<file path="config.mk">
export PLATFORM = sky130hd
export DESIGN_NAME = control_sequencer
export DESIGN_NICKNAME = d
export VERILOG_FILES = /design/src/rtl/control_sequencer_pkg.sv /design/src/rtl/control_sequencer_mem_wait_timer.sv /design/src/rtl/control_sequencer.sv
export SDC_FILE = /design/constraint.sdc
export NUM_CORES = 1
export LEC_CHECK = 0
export CAP_MARGIN = 20
export CORE_MARGIN = 2
export CORE_UTILIZATION = 55
export DETAILED_ROUTE_END_ITERATION = 10
export PLACE_DENSITY_LB_ADDON = 0.3
export SLEW_MARGIN = 40
export SYNTH_ARGS = -nofsm -noshare
export SYNTH_HDL_FRONTEND = slang
export SYNTH_SLANG_ARGS = --single-unit
</file>
<file path="constraint.sdc">
create_clock -name clk -period 3.5 [get_ports clk]
set_input_delay 0.525 -clock clk [delete_from_list [all_inputs] [get_ports clk]]
set_output_delay 0.525 -clock clk [all_outputs]
set_load 0.05 [all_outputs]
</file>
<file path="src/rtl/control_sequencer_pkg.sv">
// Shared definitions for the control sequencer: data_path control line indices,
// opcode values, sequencer state encoding and a small state-class helper.
package control_sequencer_pkg;

  localparam int CTL_INIT_PC  = 0;
  localparam int CTL_ABUS_PC  = 1;
  localparam int CTL_IR_RBUS  = 2;
  localparam int CTL_INC_PC   = 3;
  localparam int CTL_R0_RBUS  = 4;
  localparam int CTL_PC_R0    = 5;
  localparam int CTL_ACC_RBUS = 6;
  localparam int CTL_ADD_OP   = 7;
  localparam int CTL_ACC_ALU  = 8;
  localparam int CTL_WBUS_ACC = 9;
  localparam int CTL_ABUS_R0  = 10;
  localparam int MAX_CONTROL_LINES = 11;

  typedef logic [0:MAX_CONTROL_LINES-1] ctrl_vec_t;

  localparam logic [3:0] OP_NOP  = 4'h0;
  localparam logic [3:0] OP_LDA  = 4'h1;
  localparam logic [3:0] OP_STA  = 4'h2;
  localparam logic [3:0] OP_ADD  = 4'h3;
  localparam logic [3:0] OP_JMP  = 4'h4;
  localparam logic [3:0] OP_JZ   = 4'h5;
  localparam logic [3:0] OP_HALT = 4'hF;

  typedef enum logic [3:0] {
    S_RESET  = 4'd0,
    S_FETCH  = 4'd1,
    S_INC1   = 4'd2,
    S_DECODE = 4'd3,
    S_OPER   = 4'd4,
    S_INC2   = 4'd5,
    S_JUMP   = 4'd6,
    S_MEMRD  = 4'd7,
    S_ALU    = 4'd8,
    S_MEMWR  = 4'd9,
    S_HALT   = 4'd10
  } state_t;

  // States that wait on the memory ready handshake
  function automatic logic is_mem_state(input state_t s);
    logic r;
    case (s)
      S_FETCH, S_OPER, S_MEMRD, S_MEMWR: r = 1'b1;
      default:                           r = 1'b0;
    endcase
    return r;
  endfunction

endpackage

</file>
<file path="src/rtl/control_sequencer_mem_wait_timer.sv">
// Memory wait-state counter: clears on state change, counts stalled cycles and
// flags the cycle in which the stall reaches WAIT_LIMIT.
module control_sequencer_mem_wait_timer #(
  parameter int WAIT_LIMIT = 15,
  parameter int CNT_W      = 8
) (
  input  logic clk,
  input  logic rst,
  input  logic clr,
  input  logic en,
  output logic timeout
);

  localparam logic [CNT_W-1:0] LAST_CNT = CNT_W'(WAIT_LIMIT - 1);

  logic [CNT_W-1:0] cnt_r;

  // Stall counter; clear has priority over counting
  always_ff @(posedge clk or posedge rst) begin
    if (rst) begin
      cnt_r <= {CNT_W{1'b0}};
    end else if (clr) begin
      cnt_r <= {CNT_W{1'b0}};
    end else if (en) begin
      cnt_r <= cnt_r + CNT_W'(1);
    end else begin
      cnt_r <= cnt_r;
    end
  end

  assign timeout = en && (cnt_r == LAST_CNT);

endmodule

</file>
<file path="src/rtl/control_sequencer.sv">
// Fetch / operand / execute sequencer for the single-accumulator data_path.
// Control lines are Moore per state, with the bus-load strobes gated by mem_rdy.
module control_sequencer
  import control_sequencer_pkg::*;
#(
  parameter int WAIT_LIMIT = 15,
  parameter int CNT_W      = 8
) (
  input  logic                           clk,
  input  logic                           rst,
  input  logic [3:0]                     IR,
  input  logic                           Z,
  input  logic                           mem_rdy,
  output logic [0:MAX_CONTROL_LINES-1]   control,
  output logic                           mem_rd,
  output logic                           mem_wr,
  output logic                           halted,
  output logic                           err
);

  state_t    state_r, next_state_s;
  ctrl_vec_t control_s;
  logic      mem_rd_s, mem_wr_s, set_err_s;
  logic      halted_r, err_r;
  logic      timeout_s, wait_en_s, wait_clr_s;

  assign wait_en_s  = is_mem_state(state_r) && !mem_rdy;
  assign wait_clr_s = (next_state_s != state_r);

  control_sequencer_mem_wait_timer #(
    .WAIT_LIMIT (WAIT_LIMIT),
    .CNT_W      (CNT_W)
  ) u_wait (
    .clk     (clk),
    .rst     (rst),
    .clr     (wait_clr_s),
    .en      (wait_en_s),
    .timeout (timeout_s)
  );

  // State register plus sticky halt/error flags
  always_ff @(posedge clk or posedge rst) begin
    if (rst) begin
      state_r  <= S_RESET;
      halted_r <= 1'b0;
      err_r    <= 1'b0;
    end else begin
      state_r  <= next_state_s;
      halted_r <= halted_r | (next_state_s == S_HALT);
      err_r    <= err_r | set_err_s;
    end
  end

  // Next-state and control decode
  always_comb begin
    next_state_s = state_r;
    control_s    = {MAX_CONTROL_LINES{1'b0}};
    mem_rd_s     = 1'b0;
    mem_wr_s     = 1'b0;
    set_err_s    = 1'b0;
    case (state_r)
      S_RESET: begin
        control_s[CTL_INIT_PC] = 1'b1;
        next_state_s = S_FETCH;
      end
      S_FETCH: begin
        control_s[CTL_ABUS_PC] = 1'b1;
        control_s[CTL_IR_RBUS] = mem_rdy;
        mem_rd_s = 1'b1;
        if (mem_rdy) next_state_s = S_INC1;
        else         next_state_s = state_r;
      end
      S_INC1: begin
        control_s[CTL_INC_PC] = 1'b1;
        next_state_s = S_DECODE;
      end
      S_DECODE: begin
        case (IR)
          OP_NOP:                            next_state_s = S_FETCH;
          OP_HALT:                           next_state_s = S_HALT;
          OP_LDA, OP_STA, OP_ADD, OP_JMP, OP_JZ: next_state_s = S_OPER;
          default: begin
            next_state_s = S_HALT;
            set_err_s    = 1'b1;
          end
        endcase
      end
      S_OPER: begin
        control_s[CTL_ABUS_PC] = 1'b1;
        control_s[CTL_R0_RBUS] = mem_rdy;
        mem_rd_s = 1'b1;
        if (mem_rdy) next_state_s = S_INC2;
        else         next_state_s = state_r;
      end
      S_INC2: begin
        control_s[CTL_INC_PC] = 1'b1;
        case (IR)
          OP_JMP:         next_state_s = S_JUMP;
          OP_JZ:          next_state_s = Z ? S_JUMP : S_FETCH;
          OP_LDA, OP_ADD: next_state_s = S_MEMRD;
          OP_STA:         next_state_s = S_MEMWR;
          default: begin
            next_state_s = S_HALT;
            set_err_s    = 1'b1;
          end
        endcase
      end
      S_JUMP: begin
        control_s[CTL_PC_R0] = 1'b1;
        next_state_s = S_FETCH;
      end
      S_MEMRD: begin
        control_s[CTL_ABUS_R0] = 1'b1;
        mem_rd_s = 1'b1;
        // ADD stages the operand in R0; LDA loads the accumulator directly
        if (IR == OP_ADD) begin
          control_s[CTL_R0_RBUS] = mem_rdy;
          next_state_s = mem_rdy ? S_ALU : state_r;
        end else begin
          control_s[CTL_ACC_RBUS] = mem_rdy;
          next_state_s = mem_rdy ? S_FETCH : state_r;
        end
      end
      S_ALU: begin
        control_s[CTL_ADD_OP]  = 1'b1;
        control_s[CTL_ACC_ALU] = 1'b1;
        next_state_s = S_FETCH;
      end
      S_MEMWR: begin
        control_s[CTL_ABUS_R0]  = 1'b1;
        control_s[CTL_WBUS_ACC] = 1'b1;
        mem_wr_s = 1'b1;
        if (mem_rdy) next_state_s = S_FETCH;
        else         next_state_s = state_r;
      end
      S_HALT: begin
        next_state_s = S_HALT;
      end
      default: begin
        next_state_s = S_HALT;
        set_err_s    = 1'b1;
      end
    endcase
    if (timeout_s) begin
      next_state_s = S_HALT;
      set_err_s    = 1'b1;
    end else begin
      next_state_s = next_state_s;
    end
  end

  // Reset forces every output low immediately, even mid-access
  assign control = rst ? {MAX_CONTROL_LINES{1'b0}} : control_s;
  assign mem_rd  = !rst && mem_rd_s;
  assign mem_wr  = !rst && mem_wr_s;
  assign halted  = halted_r;
  assign err     = err_r;

endmodule

</file>
* Word-level counts from Yosys, hierarchy flattened *
Index checks and enable logic that the tools add are counted.

word-level totals
  register bits after elaboration = 14
  input bits = 8
  output and inout port bits = 15
  word-level logic and storage cells = 76

cells by class
  add/sub/neg operators = 1
  equal/unequal tests = 19
  muxes and demuxes = 31
  bitwise gates (word level) = 2
  reductions and logical operators = 19

operators by type and width
  operator             count
  $pmux 4 s8           1
  $eq 4x3->1 const B   6
  $mux 4               6
  $eq 4x4->1 const B   5
  $eq 4x2->1 const B   4
  $mux 8               2
  $pmux 4 s4           1
  $mux 1               15
  $mux 11              1
  $reduce_or 9->1      1
  $add 8x1->8 const B  1
  $eq 4x1->1 const B   2
  $eq 8x4->1 const B   1
  $logic_not 4->1      2
  $pmux 4 s2           1
  $reduce_or 2->1      4
  $reduce_or 7->1      1
  $reduce_or 3->1      2
  $reduce_or 5->1      1
  $logic_and 1x1->1    4
  $ne 4x4->1           1
  $reduce_or 4->1      1
  $mux 3               1
  $pmux 1 s3           1
  other kinds (5)      7

* Logic depth before layout (Yosys ltp) *
Gate-level depths: netlist of the first run.

  depth in word-level cells = 8
  mapped depth = 9
  mapped depth without buffers = 9

* Hierarchy *
A second synthesis of the first run with hierarchy kept.

unflattened totals
  cell total of the unflattened synthesis = 169
  area total of the unflattened synthesis = 1276.2 sq um

by module, submodules not included
  module                            instances  cells an instance  area an instance (sq um)  seq. area each (sq um)
  control_sequencer                 1          126                850.8                     150.1
  control_sequencer_mem_wait_timer  1          43                 425.4                     200.2

* Worst setup path after synthesis of the first run *
OpenSTA, ideal clock, no wires.

  kind = input -> output
  start = input IR[2]
  end = output control[4] (netlist bit)
  arrival = 2663 ps
  data required time = 2975 ps
  path slack = 312 ps
  stages = 5
  buffers on the path = 1
  path through = clkbuf_1 > nor3b_1 > nand2_1 > o21ba_2 > nor4_1

between the ends
  longest elaborated chain between the ends = 4

RTL lines
  item         line                      source
  from (decl)  control_sequencer.sv:11   input logic [3:0] IR,
  $eq 4x2->1   control_sequencer.sv:116  if (IR == OP_ADD) begin
  $mux 1       control_sequencer.sv:116
  $pmux 1 s2   control_sequencer.sv:61   case (state_r)
  $mux 11      control_sequencer.sv:153  assign control = rst ? {MAX_CONTROL_LINES{1'b0}} : control_s;
  to (decl)    control_sequencer.sv:14   output logic [0:MAX_CONTROL_LINES-1] control,

No other way between the ends.

* Worst setup path after layout of the first run *
  start = input mem_rdy
  end = output control[6] (netlist bit)

between the ends
  longest elaborated chain between the ends = 3

RTL lines
  item         line                      source
  from (decl)  control_sequencer.sv:13   input logic mem_rdy,
  $mux 1       control_sequencer.sv:116
  $mux 1       control_sequencer.sv:61
  $mux 11      control_sequencer.sv:153

No other way between the ends.

==> flow_summary.ini, run 1 <==
[run_status]
status = finished, final reports clean

[final_layout]
drive_gt1_share_pct = 11.89
n_antenna_cell = 0
final_area_um2 = 1629
area_delta_synth_final_pct = 17.19
final_common_cell = clkdlybuf4s50_1
mostFrequentLayoutCells = clkdlybuf4s50_1, o21ai_0, dfrtp_1
nets = 197

[sta]
finClkSkew_ns = 0.008945
slew_headroom_pct = 66.71
setup_violations = 0
rsz0062_at_grt = false
final-hold-violation-count = 0
max_freq_mhz = 321.2
worstMarginPinSlew_ns = 0.4978
period_share_pct = 88.96
fin_tns_setup_ns = 0
fin_crit_ns = 3.114
slew_viol_final = 0

[logic_synthesis]
syn_area_per_cell_um2 = 8.274
syn_area_um2 = 1390
yosys.area.top_type = dfrtp_1
synth_top_area_share_pct = 25.20
ys_ff_latch = 14
synthTopCellsByArea = dfrtp_1, nor4_1, o21ai_0
synth_cells = 168
synth_flop_cell = dfrtp_1
postSynth.asyncResetShare_pct = 100.0
ys_warn_count = 0
synth_cell_types = 52
ys_seq_area_share_pct = 25.20
synth_edf_count = 0
syn-num-nets = 178

[clocking]
cts_tree = built
clk_pin_slew_ns = 0.07
cts-root-buf = clkbuf_4
cts_buffers = 3
hold_buffers = 0
post_cts_buffers = 0
cts_sinks = 14
insertion_delay_ns = 0.28
ctsResizeCount = 0
htreeDepth = 1
cts.path.max_buffers = 2

[route]
drc = 0
drtAntennaViolNets = 0
finalWirelength_um = 3571
via_count = 1365
drt-vias-per-instance = 6.349
first_iter_violations = 49
wl_per_cell_um = 16.61
firstDrtPassIters = 4

[setup_path]
cp_common_cell = clkdlybuf4s50_1
cp-start-kind = input pin
crit_type = in2out
cp-end-kind = output port
cp.required_ns = 2.97
worstReg2RegEnd = u_wait.cnt_r[7]
rrSetupSlack_ns = 0.94
cpPeakStageDelay_ns = 0.83
crit_fanout = 7
crit_arrival_ns = 2.59
path_cells = clkdlybuf4s50_1 -> nand2_1 -> or2_2 -> nor3b_1 -> clkdlybuf4s50_1
rr_startpoint = state_r[1]
ff2ff_path_depth = 7
cp_slowest_cell = clkdlybuf4s50_1

[hold_path]
hold_class = reg2reg
min_delay_path_depth = 1
worstHoldEndpoint = halted
hp-start = halted

[flow_run]
cap_violations = 0

[floorplanning]
ios = 23
die_w_um = 54.28
start_util_pct = 57.15
die_h_um = 54.28
rows = 18
die_area_um2 = 2946
core_um2 = 2432

[global_route]
track_usage_pct = 25.98
grt_pass1_wl_um = 5582
grt_overflow = 0
grt_max_degree = 15
antenna_found_initial = 0
grt_pass1_vias = 1234

[placed_design]
place_area_um2 = 1607
routabilityCongestion = 0.9263
dp_hpwl_um = 2713
io_buffers = 22

[pwr]
ir_drop_uv = 527.4
p_per_area_nw_per_um2 = 733.1
leakagePower_nw = 0.5927
==> cell usage after synthesis, drive strengths merged, types with 2 or more instances <==
cell	number
nand3	4
nand4	3
a2bb2oi	3
a22oi	2
or2	2
o22ai	2
nor4	13
nor3	9
a21o	2
buf	6
xor2	2
nand4bb	3
o21ai	16
inv	7
nor2	12
clkbuf	7
o31a	2
a31oi	3
nor3b	2
a21oi	9
nand2b	3
nand2	11
and3	2
dfrtp	14
xnor2	8
a211oi	2
ha	2
==> critical path, delay by kind of cell <==
| family | cells | cell delay, ns |
|---|---|---|
| buf+inv | 2 | 1.42 |
| simple gates | 3 | 0.65 |
==> metal layers <==
layer	wire length, µm	share of wire [%]	track usage (%)	vias to the layer above
li1	-	-	-	664
met1	1546	43	33.10	648
met2	1813	51	44.58	43
met3	151	4.2	2.459	10
met4	59	1.7	11.25	0
met5	0	0	0	-
==> cell type report <==
class | instances | area, µm²
clock buffers | 3 | 22.52
fillers | 207 | 803.3
inverters | 8 | 31.28
multi-input cells | 133 | 932.1
flip-flops and latches | 14 | 350.3
well taps | 30 | 37.54
repair buffers | 27 | 255.2
==> report_power, final <==
part           total [mW]  switching [mW]  internal [mW]  leakage [nW]
clock              0.0902          0.0503         0.0399        0.0138
sequential          0.271          0.0805          0.191         0.179
combinational       0.833           0.512          0.321         0.399
==> flip-flops by register name, indices dropped and copies added (netlist names) <==
signal	flops
err	1
halted	1
state_r	4
u_wait.cnt_r	8
==> kinds of logic (layout without fill, tap and decap cells) <==
logic type	Yosys count	in the layout	share of synthesized area [%]
and+or+nand+nor	71	71	30.42
AOI/OAI and AO/OA	50	50	27.99
buffers and inverters	21	38	7.741
DFF	14	14	25.20
xor gates and xnor gates	10	10	6.841
adders and majority gates	2	2	1.800
==> worst max path at each step <==
stage                     from    endpoint  slack, ns  cells after the start
floorplan                IR[2]  control[4]       0.31                      5
global placement       mem_rdy  control[6]       0.45                      5
detailed placement     mem_rdy  control[6]       0.41                      5
CTS                    mem_rdy  control[6]       0.40                      5
global route        state_r[2]  control[9]       0.26                      4
finish                 mem_rdy  control[6]       0.39                      5
==> through the flow <==
step,setup WS [ns],hold WS [ns],utilization (%),cells,power [mW]
after detailed placement,0.4086,0.4499,66.05,212,1.103
after global routing,0.2605,0.5041,66.98,215,1.280
after floorplan,0.3116,0.4195,-,168,0.9211
after global placement,0.4509,0.4410,66.05,212,1.079
final,0.3863,0.4647,66.98,215,1.194
after CTS,0.3995,0.4720,66.98,215,1.192
Note: power is estimated with default switching activity, not from simulation.
==> run 2, diff against run 1 <==
--- a/config.mk
+++ b/config.mk
@@ -10,7 +10,7 @@
 export CORE_UTILIZATION = 55
 export DETAILED_ROUTE_END_ITERATION = 10
 export PLACE_DENSITY_LB_ADDON = 0.3
-export SLEW_MARGIN = 40
+export SLEW_MARGIN = 20
 export SYNTH_ARGS = -nofsm -noshare
 export SYNTH_HDL_FRONTEND = slang
 export SYNTH_SLANG_ARGS = --single-unit
==> results of run 2 <==
Same layout as run 1: the final DEF is identical, and so are final timing and power.
